File: src/rtl/fetch_sequencer_pkg.sv
// -----------------------------------------------------------------------------
// fetch_sequencer_pkg
// Shared ISA and fetch-FSM definitions used by the instruction-fetch front end.
//   OP_J / OP_JAL          : opcodes whose target is resolved at fetch time
//   OPCODE_MSB/OPCODE_LSB  : opcode field position, instr[31:27]
//   TARGET_MSB/TARGET_LSB  : jump-target field position, instr[26:0]
//   fetch_state_e          : fetch FSM state encoding
//   opcode_of()            : extracts the opcode field from a 32-bit word
//   is_jump()              : true for opcodes that redirect fetch by themselves
// -----------------------------------------------------------------------------
package fetch_sequencer_pkg;

    localparam logic [4:0] OP_J   = 5'b00001;
    localparam logic [4:0] OP_JAL = 5'b00011;

    localparam int OPCODE_MSB = 31;
    localparam int OPCODE_LSB = 27;
    localparam int TARGET_MSB = 26;
    localparam int TARGET_LSB = 0;

    typedef enum logic [1:0] {
        S_IDLE  = 2'd0,
        S_REQ   = 2'd1,
        S_WAIT  = 2'd2,
        S_DRAIN = 2'd3
    } fetch_state_e;

    function automatic logic [4:0] opcode_of(input logic [31:0] word);
        return word[OPCODE_MSB:OPCODE_LSB];
    endfunction

    function automatic logic is_jump(input logic [4:0] opcode);
        return (opcode == OP_J) || (opcode == OP_JAL);
    endfunction

endpackage

File: src/rtl/fetch_sequencer_instr_fifo.sv
// -----------------------------------------------------------------------------
// instr_fifo
// Circular instruction buffer with head/tail pointers and an occupancy count.
// Parameters: DEPTH (power of two, >= 2), WIDTH (entry width in bits).
// Ports:
//   clock      in  : rising-edge clock
//   reset      in  : synchronous, active-low
//   push       in  : write push_data at the tail (ignored when full)
//   push_data  in  : entry to write
//   pop        in  : retire the head entry (ignored when empty)
//   flush      in  : drop every entry; wins over push and pop
//   count      out : number of valid entries, 0..DEPTH
//   head_data  out : registered contents of the head slot
// -----------------------------------------------------------------------------
module instr_fifo #(
    parameter int DEPTH = 2,
    parameter int WIDTH = 44,
    localparam int PTR_W = $clog2(DEPTH),
    localparam int CNT_W = PTR_W + 1
) (
    input  logic             clock,
    input  logic             reset,
    input  logic             push,
    input  logic [WIDTH-1:0] push_data,
    input  logic             pop,
    input  logic             flush,
    output logic [CNT_W-1:0] count,
    output logic [WIDTH-1:0] head_data
);

    logic [WIDTH-1:0] mem_q [DEPTH];
    logic [WIDTH-1:0] mem_d [DEPTH];
    logic [PTR_W-1:0] head_q, head_d;
    logic [PTR_W-1:0] tail_q, tail_d;
    logic [CNT_W-1:0] count_q, count_d;
    logic             do_push;
    logic             do_pop;

    // Pointer and count update. DEPTH is a power of two, so the pointers wrap
    // on their own. A flush only resets the bookkeeping; stale storage is
    // unreachable once count is zero.
    always_comb begin
        mem_d   = mem_q;
        head_d  = head_q;
        tail_d  = tail_q;
        count_d = count_q;
        do_push = push && (count_q != CNT_W'(DEPTH));
        do_pop  = pop && (count_q != '0);
        if (flush) begin
            head_d  = '0;
            tail_d  = '0;
            count_d = '0;
        end else begin
            if (do_push) begin
                mem_d[tail_q] = push_data;
                tail_d        = tail_q + PTR_W'(1);
            end
            if (do_pop) begin
                head_d = head_q + PTR_W'(1);
            end
            case ({do_push, do_pop})
                2'b10:   count_d = count_q + CNT_W'(1);
                2'b01:   count_d = count_q - CNT_W'(1);
                default: count_d = count_q;
            endcase
        end
    end

    // Storage is cleared on reset so the decode-side outputs read as zero.
    always_ff @(posedge clock) begin
        if (!reset) begin
            head_q  <= '0;
            tail_q  <= '0;
            count_q <= '0;
            for (int i = 0; i < DEPTH; i++) begin
                mem_q[i] <= '0;
            end
        end else begin
            head_q  <= head_d;
            tail_q  <= tail_d;
            count_q <= count_d;
            for (int i = 0; i < DEPTH; i++) begin
                mem_q[i] <= mem_d[i];
            end
        end
    end

    assign count     = count_q;
    assign head_data = mem_q[head_q];

endmodule

File: src/rtl/fetch_sequencer.sv
// -----------------------------------------------------------------------------
// fetch_sequencer
// Instruction-fetch front end: issues one imem request at a time, buffers the
// returned words in program order for decode, follows j/jal at fetch time and
// accepts redirects from execute.
// Parameters: ADDR_W (pc width), BUF_DEPTH (buffer entries), RESET_PC.
// Ports:
//   clock, reset                      : clock; synchronous active-low reset
//   imem_req_valid/ready, imem_addr   : request channel to instruction memory
//   imem_rsp_valid, imem_rsp_data     : response channel from instruction memory
//   redirect_valid, redirect_pc       : single-cycle pc change from execute
//   instr_valid/ready, instr, instr_pc: buffer head presented to decode
//   fetch_opcode                      : instr[31:27] for the control decoder
// -----------------------------------------------------------------------------
module fetch_sequencer
    import fetch_sequencer_pkg::*;
#(
    parameter int                ADDR_W    = 12,
    parameter int                BUF_DEPTH = 2,
    parameter logic [ADDR_W-1:0] RESET_PC  = '0
) (
    input  logic              clock,
    input  logic              reset,
    output logic              imem_req_valid,
    input  logic              imem_req_ready,
    output logic [ADDR_W-1:0] imem_addr,
    input  logic              imem_rsp_valid,
    input  logic [31:0]       imem_rsp_data,
    input  logic              redirect_valid,
    input  logic [ADDR_W-1:0] redirect_pc,
    output logic              instr_valid,
    input  logic              instr_ready,
    output logic [31:0]       instr,
    output logic [ADDR_W-1:0] instr_pc,
    output logic [4:0]        fetch_opcode
);

    localparam int CNT_W   = $clog2(BUF_DEPTH) + 1;
    localparam int ENTRY_W = 32 + ADDR_W;

    fetch_state_e      state_q, state_d;
    logic [ADDR_W-1:0] pc_q, pc_d;
    logic [ADDR_W-1:0] seq_pc;
    logic [ADDR_W-1:0] jump_pc;
    logic [ADDR_W-1:0] next_pc;
    logic              fifo_push;
    logic              fifo_pop;
    logic              fifo_flush;
    logic [CNT_W-1:0]  fifo_count;
    logic [CNT_W-1:0]  fill_after_push;
    logic [ENTRY_W-1:0] fifo_head;

    instr_fifo #(
        .DEPTH(BUF_DEPTH),
        .WIDTH(ENTRY_W)
    ) u_instr_fifo (
        .clock    (clock),
        .reset    (reset),
        .push     (fifo_push),
        .push_data({imem_rsp_data, pc_q}),
        .pop      (fifo_pop),
        .flush    (fifo_flush),
        .count    (fifo_count),
        .head_data(fifo_head)
    );

    // Next fetch address once the word at pc_q arrives. The jump target is
    // simply the low ADDR_W bits of the target field; sequential fetch wraps.
    always_comb begin
        seq_pc  = pc_q + ADDR_W'(1);
        jump_pc = imem_rsp_data[TARGET_LSB +: ADDR_W];
        next_pc = is_jump(opcode_of(imem_rsp_data)) ? jump_pc : seq_pc;
    end

    // Occupancy after this cycle's push and pop, used to decide whether
    // another request can be issued straight away without overrunning the
    // buffer. A pop only happens when the buffer is non-empty, so this never
    // underflows.
    assign fifo_pop        = instr_valid && instr_ready;
    assign fill_after_push = fifo_count + CNT_W'(1) - CNT_W'(fifo_pop);

    // Fetch FSM. Only one request is ever outstanding, so a pc register is
    // enough to tag the returning word. A redirect overrides everything:
    // it flushes the buffer and, if a response is still on its way, parks
    // in S_DRAIN to swallow it. When the stale response arrives in the same
    // cycle as the redirect, nothing is left in flight and fetch restarts.
    always_comb begin
        state_d    = state_q;
        pc_d       = pc_q;
        fifo_push  = 1'b0;
        fifo_flush = 1'b0;

        case (state_q)
            S_IDLE: begin
                if (fifo_count < CNT_W'(BUF_DEPTH)) begin
                    state_d = S_REQ;
                end
            end
            S_REQ: begin
                if (imem_req_ready) begin
                    state_d = S_WAIT;
                end
            end
            S_WAIT: begin
                if (imem_rsp_valid) begin
                    fifo_push = 1'b1;
                    pc_d      = next_pc;
                    state_d   = (fill_after_push < CNT_W'(BUF_DEPTH)) ? S_REQ : S_IDLE;
                end
            end
            S_DRAIN: begin
                if (imem_rsp_valid) begin
                    state_d = S_REQ;
                end
            end
            default: state_d = S_IDLE;
        endcase

        if (redirect_valid) begin
            fifo_flush = 1'b1;
            fifo_push  = 1'b0;
            pc_d       = redirect_pc;
            if (((state_q == S_WAIT) || (state_q == S_DRAIN)) && !imem_rsp_valid) begin
                state_d = S_DRAIN;
            end else begin
                state_d = S_REQ;
            end
        end
    end

    always_ff @(posedge clock) begin
        if (!reset) begin
            state_q <= S_IDLE;
            pc_q    <= RESET_PC;
        end else begin
            state_q <= state_d;
            pc_q    <= pc_d;
        end
    end

    // All decode-facing outputs come straight from registers.
    assign imem_req_valid = (state_q == S_REQ);
    assign imem_addr      = pc_q;
    assign instr_valid    = (fifo_count != '0);
    assign instr          = fifo_head[ENTRY_W-1:ADDR_W];
    assign instr_pc       = fifo_head[ADDR_W-1:0];
    assign fetch_opcode   = opcode_of(instr);

endmodule

File: config.mk
export PLATFORM = sky130hd
export DESIGN_NAME = fetch_sequencer
export DESIGN_NICKNAME = d
export VERILOG_FILES = /design/src/rtl/fetch_sequencer_pkg.sv /design/src/rtl/fetch_sequencer_instr_fifo.sv /design/src/rtl/fetch_sequencer.sv
export SDC_FILE = /design/constraint.sdc
export NUM_CORES = 1
export LEC_CHECK = 0
export BUFFER_PORTS_ARGS = -buffer_cell sky130_fd_sc_hd__buf_2
export CORE_MARGIN = 3
export CORE_UTILIZATION = 35
export DETAILED_ROUTE_END_ITERATION = 12
export GPL_ROUTABILITY_DRIVEN = 0
export PLACE_DENSITY_LB_ADDON = 0.2
export SYNTH_ARGS = -nofsm -noshare
export SYNTH_HDL_FRONTEND = slang
export SYNTH_SLANG_ARGS = --single-unit
File: constraint.sdc
create_clock -name clock -period 4 [get_ports clock]
set_clock_uncertainty 0.05 [all_clocks]
set_input_delay 0.4 -clock clock [delete_from_list [all_inputs] [get_ports clock]]
set_output_delay 0.4 -clock clock [all_outputs]
set_load 0.01 [all_outputs]
==> impl_metrics.toml <==
[run_status]
status = "finished clean"

[sta]
tns_ps = 0
whs_ps = 247
slew_viol_final = 0
timing.final.crit_share_pct = 63.8
hold_viol_final = 0
clock.fmax_mhz = 392
finalCriticalPeriod_ps = 2550
grt_setup_unrepaired = "no"
tightest_slew_ps = 1200
relSlewSlack_pct = 20.2
setup_viol = 0

[yosys]
synth_top_area_cell = "dfxtp_1"
ys_ff_latch = 106
yosysMostFrequentCell = "nand2_1"
netlist_area_sq_um = 4750
async_reset_ff_share_pct = 0
ys_warn_count = 0
synth_common_cells = "nand2_1, dfxtp_1, a21oi_1"
synth_edf_count = 0
ys_seq_area_share_pct = 44.7
synth_flop_cell = "dfxtp_1"
synthCells = 592
synth_area_leaders = "dfxtp_1, nand2_1, mux2_2, a21oi_1, clkbuf_1"
synth.distinct_cells = 46
netlist.area_leader.share_pct = 44.7
syn_area_per_cell_sq_um = 8.02
mappedNetlistNets = 646

[drt]
drc = 0
via_per_inst = 5.09
wirelength_microns = 13400
drt_iter0_markers = 422
drt_pre_antenna_iters = 5
ant_nets = 0
routedWlPerCell_microns = 15.8
vias = 4317

[pwr]
p_per_area_nw_per_um2 = 370
switchingPower_uw = 474
ir_drop_uv = 153
p_int_uw = 1630
power.total_uw = 2100
p_comb_share_pct = 5.9
power_frac_seq_pct = 51.7
sw_frac_of_total_pct = 22.6
power_frac_clock_pct = 42.4
power_leakage_uw = 0.00221

[clock_tree]
ctsResizeCount = 0
root_buffer = "clkbuf_16"
worstSkewPairLatency_ps = 350
numCtsBuffers = 9
cts_setup_buffers = 0
cts_hold_buf = 0
cts_tree = "done"
clk_pin_slew_ps = 70
clock_sinks = 106
htree_levels = 3
max-clock-path-buffers = 2

[hold_path]
hp-class = "in -> reg"

[global_route]
grt_max_degree = 46
grt.total_usage_pct = 17.8
grt_pass1_wl_microns = 20900
grt_overflow = 0
grt_antenna_before_repair = 0
grt_pass1_vias = 4083

[floorplan]
die-area_sq_um = 15000
rows = 41
die_h_microns = 122
start_util_pct = 36.7
fp.coreArea_sq_um = 12900
die_w_microns = 122
ios = 113

[cells_and_area]
drive_gt1_share_pct = 27.8
final_util_pct = 43.9
antenna_cells = 0
finish.instance_area_sq_um = 5670
area.growth.synth_to_final_pct = 19.4
finalNetCount = 727

[setup_path]
worstPathRequired_ps = 3550
end_kind = "output pin"
crit_type = "reg -> out"
startpoint_type = "register"
worstPathMaxFanout = 45
cp.arrival_ps = 2100

[placement]
placed_area_sq_um = 5380
dp_hpwl_microns = 8950
port_buffers = 112

[flow_run]
max_cap_viol_count = 0
per-layer routing:
metal | wire [microns] | GRT usage, %
met5 | 0 | 0
met3 | 795 | 3.82
met2 | 6270 | 28.8
met4 | 239 | 6.72
met1 | 6070 | 23.2
metrics by stage:
step | cells | setup WS, ps
floorplan | 592 | 2060
global placement | 834 | 1660
detailed placement | 834 | 1660
CTS | 848 | 1400
global route | 848 | 1340
finish | 848 | 1450
worst max-delay path, cell delays in order (launching register included):
cell and delay [ps]:
dfxtp_2 1130, mux2_2 460, buf_2 160
power groups by stage:
stage	combinational (uW)	clock (uW)	sequential (uW)
finish	124	890	1090
global route	138	949	1090
CTS	125	911	1090
detailed placement	125	0	1110
global placement	124	0	1110
floorplan	62.3	0	1110
cell type report:
cell class	instances	area [sq um]
clock buffers	11	253
clock inverters	3	40.0
fillers	1317	7260
inverters	9	33.8
multi-input cells	430	2390
flip-flops and latches	106	2120
well taps	172	215
repair buffers	117	611
state kept, by name (all words and copies together), names as in the netlist:
register / cells
u_instr_fifo.count: 2
imem_addr: 12
u_instr_fifo.tail_q: 1
u_instr_fifo.mem_q: 88
u_instr_fifo.head_q: 1
state_q: 2
kinds of logic after synthesis:
group,count (synthesis),share of synthesized area (%)
buffers and inverters,56,5.03
AND/OR/NAND/NOR,235,20.7
adder cells (fa/ha/maj),4,1.05
multiplexers,48,11.4
XOR/XNOR,6,1.11
AO/OA/AOI/OAI,137,15.9
flip-flops,106,44.7
placed cells by master (no fill, tap or decap), types with 4 or more instances in the layout:
| cell | netlist | final |
|---|---|---|
| inv_1 | 8 | 8 |
| nand2_1 | 191 | 191 |
| buf_4 | 5 | 4 |
| o21ai_0 | 18 | 18 |
| nand2b_1 | 4 | 4 |
| mux2_2 | 46 | 46 |
| nor2_1 | 10 | 10 |
| a21oi_1 | 97 | 97 |
| dfxtp_1 | 106 | 105 |
| nand3_1 | 6 | 5 |
| clkbuf_16 | 0 | 9 |
| ha_1 | 4 | 4 |
| a31oi_1 | 5 | 5 |
| buf_2 | 7 | 112 |
path summary, 6_finish.rpt:
check,start,endpoint,slack [ps],depth (start not counted)
max,u_instr_fifo.head_q,fetch_opcode[4],1450,2
min,imem_rsp_data[21],u_instr_fifo.mem_q[77],250,3
max reg2reg,state_q[1],u_instr_fifo.mem_q[36],1690,4
min reg2reg,u_instr_fifo.mem_q[21],u_instr_fifo.mem_q[21],400,2
Power figures use the tool's default switching activity.
